--- src/rtl/dmem_arbiter.sv ---
// Two-master arbiter for one data memory; grants registered, first grant 1 cycle after req from idle.
// Backpressure: a waiting master holds its request until granted; handover is 0 bubbles on fairness, 1 on owner drop.
module dmem_arbiter #(
    parameter int AW        = 32,
    parameter int DW        = 32,
    parameter int MAX_BURST = 4
) (
    input  logic          clock,
    input  logic          reset,
    input  logic          p0_req,
    input  logic [AW-1:0] p0_addr,
    input  logic [2:0]    p0_func3,
    input  logic          p0_write,
    input  logic [DW-1:0] p0_wdata,
    output logic          p0_gnt,
    output logic          p0_rvalid,
    input  logic          p1_req,
    input  logic [AW-1:0] p1_addr,
    input  logic [2:0]    p1_func3,
    input  logic          p1_write,
    input  logic [DW-1:0] p1_wdata,
    output logic          p1_gnt,
    output logic          p1_rvalid,
    input  logic          p1_lock,
    output logic [AW-1:0] mem_addr,
    output logic [2:0]    mem_func3,
    output logic          mem_write,
    output logic [DW-1:0] mem_wdata,
    input  logic [DW-1:0] mem_rdata
);

    localparam int CW = (MAX_BURST > 1) ? $clog2(MAX_BURST) : 1;
    localparam logic [CW-1:0] CntTop = CW'(MAX_BURST - 1);

    typedef enum logic [1:0] {IDLE, OWN0, OWN1} state_t;

    state_t        state;
    state_t        nextState;
    logic [CW-1:0] beatCnt;
    logic          lastOwner;
    logic          ownerReq;

    // Masters tap mem_rdata directly; the arbiter only times the rvalid strobes.
    logic unusedRdata;
    assign unusedRdata = ^mem_rdata;

    always_comb begin
        ownerReq  = 1'b0;
        mem_addr  = '0;
        mem_func3 = '0;
        mem_write = 1'b0;
        mem_wdata = '0;
        case (state)
            OWN0: begin
                ownerReq = p0_req;
                if (p0_req) begin
                    mem_addr  = p0_addr;
                    mem_func3 = p0_func3;
                    mem_write = p0_write;
                    mem_wdata = p0_wdata;
                end
            end
            OWN1: begin
                ownerReq = p1_req;
                if (p1_req) begin
                    mem_addr  = p1_addr;
                    mem_func3 = p1_func3;
                    mem_write = p1_write;
                    mem_wdata = p1_wdata;
                end
            end
            default: ownerReq = 1'b0;
        endcase
    end

    always_comb begin
        nextState = state;
        case (state)
            IDLE: begin
                if (p0_req && p1_req) nextState = lastOwner ? OWN0 : OWN1;
                else if (p0_req)      nextState = OWN0;
                else if (p1_req)      nextState = OWN1;
            end
            OWN0: begin
                if (!p0_req)     nextState = p1_req ? OWN1 : IDLE;
                else if (p1_req) nextState = OWN1;
            end
            OWN1: begin
                if (!p1_req)
                    nextState = p0_req ? OWN0 : IDLE;
                else if (p0_req && !(p1_lock && (beatCnt < CntTop)))
                    nextState = OWN0;
            end
            default: nextState = IDLE;
        endcase
    end

    // Grants mirror the registered state; reset abandons any beat in flight.
    always_ff @(posedge clock or negedge reset) begin
        if (!reset) begin
            state     <= IDLE;
            p0_gnt    <= 1'b0;
            p1_gnt    <= 1'b0;
            p0_rvalid <= 1'b0;
            p1_rvalid <= 1'b0;
            beatCnt   <= '0;
            lastOwner <= 1'b1;
        end else begin
            state     <= nextState;
            p0_gnt    <= (nextState == OWN0);
            p1_gnt    <= (nextState == OWN1);
            p0_rvalid <= (state == OWN0) && p0_req && !p0_write;
            p1_rvalid <= (state == OWN1) && p1_req && !p1_write;
            if (nextState != state)
                beatCnt <= '0;
            else if (ownerReq && (beatCnt != CntTop))
                beatCnt <= beatCnt + 1'b1;
            if (nextState == OWN0 && state != OWN0) lastOwner <= 1'b0;
            if (nextState == OWN1 && state != OWN1) lastOwner <= 1'b1;
        end
    end

endmodule

--- config.mk ---
export PLATFORM = sky130hd
export DESIGN_NAME = dmem_arbiter
export DESIGN_NICKNAME = d
export VERILOG_FILES = /design/src/rtl/dmem_arbiter.sv
export SDC_FILE = /design/constraint.sdc
export NUM_CORES = 1
export LEC_CHECK = 0
export BUFFER_PORTS_ARGS = -buffer_cell sky130_fd_sc_hd__buf_2
export CAP_MARGIN = 25
export CORE_AREA = 4 4 92 94
export CTS_CLUSTER_DIAMETER = 30
export CTS_CLUSTER_SIZE = 25
export DETAILED_ROUTE_END_ITERATION = 10
export DIE_AREA = 0 0 96 98
export MAX_ROUTING_LAYER = met4
export PLACE_DENSITY = 0.68
export SYNTH_ARGS = -nofsm -noshare
export SYNTH_HDL_FRONTEND = slang
export SYNTH_SLANG_ARGS = --single-unit
--- constraint.sdc ---
create_clock -name clock -period 5.2 [get_ports clock]
set_input_delay 0.78 -clock clock [delete_from_list [all_inputs] [get_ports clock]]
set_output_delay 0.78 -clock clock [all_outputs]
set_load 0.02 [all_outputs]
* Word level (Yosys, flattened, before mapping)
Cells that the tools add are included.
Cells by class: add/subtract/negate cells 1, multiply operators 0, divide/modulo/power cells 0, order comparisons 1, equality and inequality tests 8, shift operators 0, mux-type cells 27, bitwise gates (word level) 0, reduce and logical (&&, ||, !) cells 16
Operators by type and width (count):
- $mux 32 | 4
- $pmux 32 s2 | 2
- $mux 2 | 10
- $logic_and 1x1->1 | 10
- $mux 3 | 2
- $pmux 2 s3 | 1
- $pmux 3 s2 | 1
- $mux 1 | 5
- $eq 2x1->1 const B | 2
- $eq 2x2->1 const B | 2
- $ne 2x2->1 const B | 2
- $pmux 1 s2 | 2
- $reduce_bool 2->1 | 2
- $logic_not 1->1 | 3
- $add 2x1->2 const B | 1
- $logic_not 2->1 | 1
- $lt 2x2->1 const B | 1
- $ne 2x1->1 const B | 1
- $ne 2x2->1 | 1
Storage, ports and cells: bits in registers 9, bits in latches 0, RAM bits 0, memory bits (read-only) 0, word-level logic and storage cells 60, memories kept 0

* Depth between registers and ports, before layout
Gate-level depths: netlist of run 1.
depth after elaboration 11, mapped depth 8, depth with buffers taken out 7

* Worst setup path before layout of run 1
OpenSTA, ideal clock, no wires.
path type input to output, from input p0_req, to output mem_addr[13], data arrival time 1897 ps, required time 4420 ps, slack 2523 ps, cell stages on the path 7, path through buf_6 and2_2 clkbuf_2 buf_2 buf_2 a22oi_1 nor2b_1
On the way: longest elaborated chain between the ends 2
Ends and longest elaborated chain:
- start: declaration | RTL line 10 | input logic p0_req,
- $mux 32 | RTL line 56 | if (p0_req) begin
- $pmux 32 s2 | RTL line 53 | case (state)
- end: declaration | RTL line 25 | output logic [AW-1:0] mem_addr,
Every way passes these cells.

* Final worst setup path of run 1
from register state[1], to output mem_wdata[6]
On the way: longest elaborated chain between the ends 2, elaborated cells between the ends (all ways) 3
Ends and longest elaborated chain:
- start: declaration | RTL line 37 | state_t state;
- start signal: assignment | RTL line 109 | state <= nextState;
- $eq 2x2->1 / $eq 2x1->1 (equally long branches) | RTL line 53
- $pmux 32 s2 (*) | RTL line 53
- end: declaration | RTL line 28 | output logic [DW-1:0] mem_wdata,
Every way passes the cells marked *; elsewhere a longest branch is shown, timed or not.

==> results of run 1 <==
==> Yosys cell counts (2+ instances only) <==
master / n
ha_1: 5
nand2b_1: 2
nand3b_1: 3
o21ai_0: 2
a22oi_1: 68
nor2_1: 7
inv_1: 6
buf_2: 6
nand3_1: 2
nand2_1: 8
o41ai_1: 2
clkbuf_1: 15
dfrtp_1: 8
o211ai_1: 2
a21oi_1: 2
nor2b_1: 68
o211a_1: 2
==> power groups by stage <==
stage | Sequential, mW | Clock, mW | Combinational, mW
floorplan | 0.125 | 0 | 0.690
global placement | 0.120 | 0 | 0.934
detailed placement | 0.122 | 0 | 0.973
CTS | 0.121 | 0.0813 | 0.976
global route | 0.125 | 0.0861 | 1.06
finish | 0.121 | 0.0803 | 0.965
==> layout make-up <==
cell class                 instances  area, um2  area share
clock buffer                       4       45.0      0.0159
tap                              102        128      0.0450
timing repair buffer             216       1120       0.393
inverter                           6       22.5     0.00794
multi-input combinational        187       1300       0.458
sequential                         9        226      0.0798
==> cell families after synthesis <==
group | count (synthesis) | share of synthesized area
muxes | 1 | 0.00604
AOI/OAI and AO/OA | 84 | 0.389
buffers and inverters | 30 | 0.0800
DFF | 9 | 0.137
xor gates and xnor gates | 1 | 0.00528
and+or+nand+nor | 96 | 0.345
adders and majority gates | 5 | 0.0377
==> registers in the layout, indices dropped and copies added, names as in the netlist <==
signal / count
lastOwner: 1
p1_gnt: 1
p1_rvalid: 1
beatCnt: 2
p0_rvalid: 1
p0_gnt: 1
state: 2
==> how the worst max path moves through the flow <==
stage | slack (ps) | cells past startpoint | startpoint | end
floorplan | 2520 | 7 | p0_req | mem_addr[13]
global placement | 1810 | 6 | p1_req | mem_addr[26]
detailed placement | 2130 | 6 | p0_req | mem_wdata[6]
CTS | 1870 | 5 | state[1] | mem_addr[19]
global route | 1650 | 5 | state[1] | mem_addr[19]
finish | 1900 | 7 | state[1] | mem_wdata[6]
==> metrics by stage <==
stage / setup WS, ps / hold WS (ps) / instances / power [mW] / util
after global routing: 1650 / 396 / 524 / 1.27 / 0.371
after detailed placement: 2130 / 525 / 520 / 1.09 / 0.365
after CTS: 1870 / 393 / 524 / 1.18 / 0.371
after floorplan: 2520 / 475 / 226 / 0.815 / -
after global placement: 1810 / 517 / 518 / 1.05 / 0.360
final: 1900 / 385 / 524 / 1.17 / 0.371
==> critical path: stages, from the launching register on <==
cell,delay [ps]
dfrtp_1,500
inv_1,130
ha_1,280
and2_2,640
buf_12,280
a22oi_1,120
nor2b_1,160
buf_2,180
==> per-layer routing <==
layer	wire (um)	up-vias	GRT usage
met4	12	0	0.0175
met3	787	2	0.0285
met2	3680	132	0.251
met5	0	-	-
met1	2860	1135	0.178
li1	-	1218	-
==> run_results.csv, run 1 <==
group,metric,value,unit
min_path,holdCritPathClass,"in -> async",
finish,layout_common_cells,"buf_2 (212), a22oi_1 (68), nor2b_1 (68), nand2_1 (8), dfrtp_1 (8)",
place,io_buffer_count,212,
routing,wl_per_cell,14.0,um
run,cap_violations,0,
power_and_ir_drop,p_seq_frac,0.104,
finish,drive_gt1_frac,0.536,
timing,tightest_slew,798,ps
clocking,holdBufCountCts,0,
finish,layout_commonest_cell,"buf_2",
routing,routed_wl,7340,um
clocking,cts_buffer_depth,2,
routing,vias_per_cell,4.75,
synthesis,synth_area_leaders,"a22oi_1 (31%), nor2b_1 (26%), dfrtp_1 (12%), ha_1 (3.8%), clkbuf_1 (3.4%)",
timing,slew_violations,0,
synthesis,yosys.area.top_type_share,0.308,
routing,antenna_left,0,
global_route,track_usage,0.145,
die,start_util,0.217,
clocking,cts.sinks,9,
routing,via_count,2487,
power_and_ir_drop,vdd.ir_drop.worst,0.212,mV
power_and_ir_drop,clock_power_share,0.069,
clocking,htreeDepth,1,
finish,fin_nets,601,
synthesis,ys_types,35,
clocking,cts_resized,0,
place,place_congestion,0.855,
place,dp_hpwl,6080,um
clocking,clk_pin_slew,50,ps
clocking,clk_latency,230,ps
timing,rsz0062_at_grt,"false",
synthesis,synth_edf_count,0,
synthesis,synth_top_area_cell,"a22oi_1",
synthesis,synth_ff_type,"dfrtp_1",
routing,firstDrtPassIters,4,
die,die_h,98,um
global_route,grt_overflow,0,
routing,drcViolationCount,0,
synthesis,syn_area,1660,um2
setup_path,endpoint_kind,"primary output",
timing,layout_min_cycle_time,3300,ps
power_and_ir_drop,power_switching,0.596,mW
power_and_ir_drop,leakage,1.47,nW
clocking,cts_tree,"done",
finish,final_cell_area,2840,um2
setup_path,crit_type,"reg -> out",
power_and_ir_drop,switching_share,0.511,
setup_path,rr_worst_depth,8,
timing,finClkSkew,4.26,ps
synthesis,syn-num-nets,404,
synthesis,seq_area_frac_synth,0.137,
global_route,grt_pass1_vias,2308,
global_route,grt_max_degree,39,
synthesis,synthCells,226,
global_route,grt_pass1_wl,11100,um
timing,fin_crit_sh,0.634,
power_and_ir_drop,p_int,0.570,mW
die,die_w,96,um
die,io_pins,245,
power_and_ir_drop,powerDensity,411,nW/um2
die,die_area,9410,um2
synthesis,synthArstFlopShare,1.00,
timing,fin_setup_tns,0,ps
clocking,post_cts_buffers,0,
finish,syn_to_final_growth,71.2,%
setup_path,worstPathArrival,2520,ps
setup_path,r2r-end,"lastOwner",
timing,finalSetupViolations,0,
outcome,status,"finished, final reports clean",
power_and_ir_drop,combPwrFrac,0.827,
place,placedInstanceArea,2790,um2
setup_path,reg2reg_setup_slack,2670,ps
die,coreArea,7650,um2
synthesis,ys.warnings.count,0,
finish,n_antenna_cell,0,
setup_path,path_max_fanout,36,
synthesis,synth_seq_cells,9,
global_route,antenna_found_initial,0,
setup_path,crit-reg2reg-launch,"state[1]",
clocking,numCtsBuffers,3,
setup_path,worstPathRequired,4420,ps
die,rows,32,
timing,slew_headroom,0.468,
synthesis,syn_area_per_cell,7.34,um2
routing,drt_iter0_drc,69,
setup_path,worstSetupStartpointType,"flop",
timing,hold_viol_final,0,
finish,fillers,820,
timing,max_freq,0.303,GHz
clocking,root_buffer,"clkbuf_8",
Note: power is estimated with default switching activity, not from simulation.
==> run 2, diff against run 1 <==
Settings changed: PLACE_DENSITY 0.68 to 0.7.
Clock period 5.2 ns to 2.9 ns, I/O delays scaled along.
==> run 2 against run 1 <==
Final cell count is 0.38% higher; clock skew is 1.1 ps higher; first-iteration DRC count is 48% higher; total power is 77% higher; via count is 0.84% higher; combinational power is 76% higher; clock power is 86% higher; flip-flop and latch count stayed put; global-route usage is 0.20 points lower; final area is 0.35% lower; core utilization is 0.13 points lower; largest power group unchanged; highest routed layer unchanged.
==> run_results.csv, run 2 (synthesis gave the netlist of run 1 again) <==
group,metric,value,unit
outcome,status,"finished, final reports clean",
finish,n_antenna_cell,0,
routing,firstDrtPassIters,4,
place,dp_cells,522,
timing,max_freq,0.391,GHz
place,dp_hpwl,5920,um
finish,reg.largest.list,"beatCnt x2, state x2",
setup_path,reg2reg_setup_slack,720,ps
setup_path,worstSetupStartpointType,"flop",
place,io_buffer_count,212,
clocking,holdBufCountCts,0,
timing,tightest_slew,455,ps
setup_path,crit_slowest_cell,"dfrtp_1",
die,start_util,0.217,
timing,fin_crit_sh,0.883,
run,cap_violations,0,
die,die_area,9410,um2
finish,final_cell_area,2830,um2
clocking,cts_resized,0,
timing,finalSetupViolations,0,
global_route,grt_max_degree,39,
finish,layout_common_cells,"buf_2 (212), a22oi_1 (68), nor2b_1 (68), nand2_1 (8), dfrtp_1 (8)",
finish,fillers,822,
power_and_ir_drop,power_switching,1.06,mW
clocking,cts_tree,"done",
power_and_ir_drop,vdd.ir_drop.worst,0.917,mV
finish,syn_to_final_growth,70.6,%
finish,drive_gt1_frac,0.538,
finish,postLayoutCoreUtil,0.370,
die,io_pins,245,
clocking,root_buffer,"clkbuf_8",
setup_path,path_max_fanout,35,
finish,fin_nets,603,
setup_path,r2r-end,"beatCnt[0]",
setup_path,endpoint_kind,"primary output",
setup_path,crit_path_max_incr_delay,500,ps
routing,drcViolationCount,0,
setup_path,rr_worst_depth,7,
global_route,grt_pass1_wl,11000,um
global_route,antenna_found_initial,0,
routing,via_count,2508,
die,die_h,98,um
die,coreArea,7650,um2
die,rows,32,
clocking,clk_pin_slew,50,ps
place,place_congestion,0.853,
finish,finalNonFillerCells,526,
routing,antenna_left,0,
global_route,track_usage,0.143,
min_path,holdCritPathClass,"in -> async",
timing,slew_violations,0,
power_and_ir_drop,switching_share,0.510,
timing,hold_viol_final,0,
setup_path,worstPathArrival,2120,ps
setup_path,crit-reg2reg-launch,"state[1]",
power_and_ir_drop,leakage,1.47,nW
timing,fin_worst_hold_slack,39.4,ps
routing,vias_per_cell,4.77,
setup_path,worstPathRequired,2470,ps
timing,layout_min_cycle_time,2560,ps
global_route,grt_overflow,0,
setup_path,crit_type,"reg -> out",
routing,routed_wl,7190,um
global_route,grt_pass1_vias,2350,
timing,slew_headroom,0.694,
routing,drt_iter0_drc,102,
finish,multi_input_area,1300,um2
clocking,cts_buffer_depth,2,
clocking,post_cts_buffers,0,
timing,fin_setup_tns,0,ps
power_and_ir_drop,clock_power_share,0.072,
clocking,cts.sinks,9,
die,die_w,96,um
clocking,htreeDepth,1,
finish,seq_area,226,um2
place,placedInstanceArea,2780,um2
clocking,numCtsBuffers,3,
power_and_ir_drop,p_seq_frac,0.105,
power_and_ir_drop,powerDensity,731,nW/um2
clocking,clk_latency,240,ps
setup_path,cp_cell_sequence,"inv_1 -> ha_1 -> and2_2 -> buf_4 -> a22oi_1 -> nor2b_1 -> buf_2",
timing,rsz0062_at_grt,"false",
power_and_ir_drop,p_int,1.01,mW
finish,layout_commonest_cell,"buf_2",
timing,finClkSkew,5.38,ps
power_and_ir_drop,combPwrFrac,0.823,
routing,wl_per_cell,13.7,um
==> run 2: changes by cell type in the layout (fill, tap and decap cells not counted), sizes merged <==
cell	delta
buf	+2
==> run 2: worst max-delay path by stage <==
stage               slack (ps)  cells past startpoint     start           end
finish                     340                      7  state[1]  mem_addr[26]
global route                70                      7  state[1]  mem_wdata[8]
CTS                        300                      7  state[1]  mem_wdata[6]
detailed placement         570                      7  state[1]  mem_wdata[6]
global placement           630                      7  state[1]  mem_wdata[6]
floorplan                  630                      8  state[1]  mem_addr[13]
==> run 2: final cells by class <==
class	instances	share of cell area
multi-input combinational	187	0.460
sequential	9	0.0801
inverter	6	0.00796
clock buffer	4	0.0159
timing repair buffer	218	0.391
tap	102	0.0451
==> run 2: critical path: cells and delay by family, from the launching register on <==
family                   cells  cell delay (ps)
AO/OA/AOI/OAI                1              120
AND/OR/NAND/NOR              2              330
buffers and inverters        3              630
flip-flops                   1              500
adder cells (fa/ha/maj)      1              280
==> run 2: routing by layer <==
metal / up-vias / global-route usage / wire (um)
met5: - / - / 0
met4: 0 / 0.0120 / 17
met3: 4 / 0.0216 / 700
met2: 128 / 0.252 / 3660
met1: 1152 / 0.178 / 2810
li1: 1224 / - / -
==> run 2: metrics by stage <==
stage / total power [mW] / setup WS [ps]
detailed placement: 1.93 / 574
floorplan: 1.46 / 629
finish: 2.07 / 341
CTS: 2.09 / 302
global placement: 1.90 / 632
global route: 2.26 / 68.2
==> run 2: power groups by stage <==
| stage | Sequential (mW) | Clock [mW] | Combinational [mW] |
|---|---|---|---|
| floorplan | 0.224 | 0 | 1.24 |
| global placement | 0.214 | 0 | 1.68 |
| global route | 0.223 | 0.158 | 1.88 |
| CTS | 0.216 | 0.149 | 1.73 |
| detailed placement | 0.218 | 0 | 1.72 |
| finish | 0.216 | 0.149 | 1.70 |
==> run 3, diff against run 2 <==
==> constraint.sdc (replaced) <==
create_clock -name clock -period 2.9 [get_ports clock]
set_input_delay 0.58 -clock clock [delete_from_list [all_inputs] [get_ports clock]]
set_output_delay 0.58 -clock clock [all_outputs]
set_load 0.1 [all_outputs]
==> run 3 against run 2 <==
Total power up 110%; via count up 1.2%; final area up 47%; first-iteration DRC count down 8.8%; critical path depth unchanged; sequential share of layout area down 2.6 points; clock power about the same; count of clock-buffer cells in the layout unchanged; clock skew down 3.5 ps; setup slack worse by 210 ps; combinational power up 140%; routed wire length up 8.6%; critical path type unchanged; highest routed layer unchanged.
==> run_results.csv, run 3 (synthesis gave the netlist of run 1 again) <==
group,metric,value,unit
outcome,status,"finished, final reports clean",
die,io_pins,245,
clocking,cts_buffer_depth,2,
power_and_ir_drop,totalPowerFinal,4.43,mW
global_route,grt_max_degree,70,
clocking,clk_latency,230,ps
setup_path,crit-reg2reg-launch,"state[1]",
timing,hold_viol_final,0,
setup_path,worstPathRequired,2320,ps
timing,finalSetupViolations,0,
routing,met2_length,4110,um
global_route,grt_overflow,0,
die,die_w,96,um
setup_path,r2r-end,"beatCnt[0]",
timing,max_freq,0.361,GHz
global_route,grt_pass1_vias,2389,
die,die_area,9410,um2
finish,n_antenna_cell,0,
finish,final_cell_area,4160,um2
finish,fillers,658,
clocking,cts.sinks,9,
global_route,grt_pass1_wl,11200,um
global_route,track_usage,0.149,
clocking,root_buffer,"clkbuf_8",
die,die_h,98,um
finish,fin_nets,602,
routing,via_count,2538,
clocking,htreeDepth,1,
timing,fin_worst_hold_slack,187,ps
timing,layout_min_cycle_time,2770,ps
finish,seq_area,226,um2
min_path,holdCritPathClass,"in -> async",
finish,layout_commonest_cell,"buf_2",
routing,firstDrtPassIters,5,
setup_path,reg2reg_setup_slack,770,ps
place,dp_hpwl,6250,um
setup_path,worstSetupStartpointType,"flop",
power_and_ir_drop,p_seq_frac,0.049,
finish,reg.largest.list,"beatCnt x2, state x2",
clocking,holdBufCountCts,0,
routing,vias_per_cell,4.83,
power_and_ir_drop,leakage,1.79,nW
setup_path,crit_type,"reg -> out",
power_and_ir_drop,combPwrFrac,0.918,
routing,antenna_left,0,
timing,fin_setup_tns,0,ps
finish,multi_input_area,1570,um2
finish,layout_common_cells,"buf_2 (144), buf_12 (71), a22oi_1 (68), nor2b_2 (49), nor2b_4 (19)",
setup_path,rr_worst_depth,7,
power_and_ir_drop,powerDensity,1060,nW/um2
timing,rsz0062_at_grt,"false",
setup_path,worstPathArrival,2190,ps
routing,wl_per_cell,14.9,um
place,placedInstanceArea,4090,um2
timing,fin_crit_sh,0.955,
die,coreArea,7650,um2
global_route,antenna_found_initial,0,
setup_path,path_max_fanout,34,
run,cap_violations,0,
finish,syn_to_final_growth,151,%
die,rows,32,
clocking,cts_tree,"done",
clocking,clk_pin_slew,40,ps
finish,drive_gt1_frac,0.697,
power_and_ir_drop,power_switching,2.54,mW
power_and_ir_drop,switching_share,0.574,
setup_path,endpoint_kind,"primary output",
clocking,numCtsBuffers,3,
timing,slew_violations,0,
die,start_util,0.217,
routing,wl_met1,2710,um
routing,wl_met3,943,um
timing,slew_headroom,0.673,
power_and_ir_drop,p_int,1.88,mW
timing,finClkSkew,1.86,ps
routing,drt_iter0_drc,93,
routing,drcViolationCount,0,
routing,top_layer,"met4",
timing,tightest_slew,494,ps
place,io_buffer_count,212,
power_and_ir_drop,vdd.ir_drop.worst,0.480,mV
finish,postLayoutCoreUtil,0.544,
power_and_ir_drop,clock_power_share,0.033,
routing,routed_wl,7810,um
place,place_congestion,0.862,
[run 3: changes by cell type in the layout (fill, tap and decap cells not counted), sizes merged]
cell	previous run	this run
buf	218	216
clkbuf	4	5
[run 3: worst max-delay path, cell delays in order, from the launching register on]
cell and delay (ps):
dfrtp_1 550, inv_1 120, ha_1 280, and2_2 260, clkbuf_16 220, a22oi_1 270
nor2b_4 80, buf_12 170
[run 3: through the flow]
step / instances / setup WS, ps
2_1_floorplan: 226 / -24.2
5_1_grt: 525 / 27.1
4_1_cts: 524 / 117
3_5_place_dp: 520 / 364
3_3_place_gp: 520 / 430
6_report: 525 / 131
[run 3: metal layers]
layer,global-route usage,vias up
met4,0.0131,0
li1,-,1224
met3,0.0385,6
met1,0.158,1138
met2,0.281,170
met5,-,-
[run 3: cell type report]
cell class,instances,area share
Timing Repair Buffer,217,0.523
Multi-Input combinational cell,187,0.376
Tap cell,102,0.0307
Clock buffer,4,0.0108
Sequential cell,9,0.0544
Inverter,6,0.00541
[run 3: how the worst max path moves through the flow]
stage	startpoint	slack (ps)	end
6_report	state[1]	130	mem_addr[23]
5_1_grt	state[1]	30	mem_addr[21]
4_1_cts	state[1]	120	mem_addr[5]
3_5_place_dp	state[1]	360	mem_addr[5]
3_3_place_gp	state[1]	430	mem_addr[3]
2_1_floorplan	state[1]	-20	mem_addr[13]
[run 3: power groups by stage]
stage	logic (mW)	registers (mW)	clock network [mW]
3_3_place_gp	4.01	0.213	0
6_report	4.06	0.217	0.146
3_5_place_dp	4.06	0.218	0
5_1_grt	4.22	0.225	0.157
2_1_floorplan	2.72	0.302	0
4_1_cts	4.07	0.216	0.148
[run 3: what timing repair did]
item | 4_1_cts | 5_1_grt
endpoints found under the setup margin | 0 | 7
resized for setup | 0 | 0
setup buffers | 0 | 0
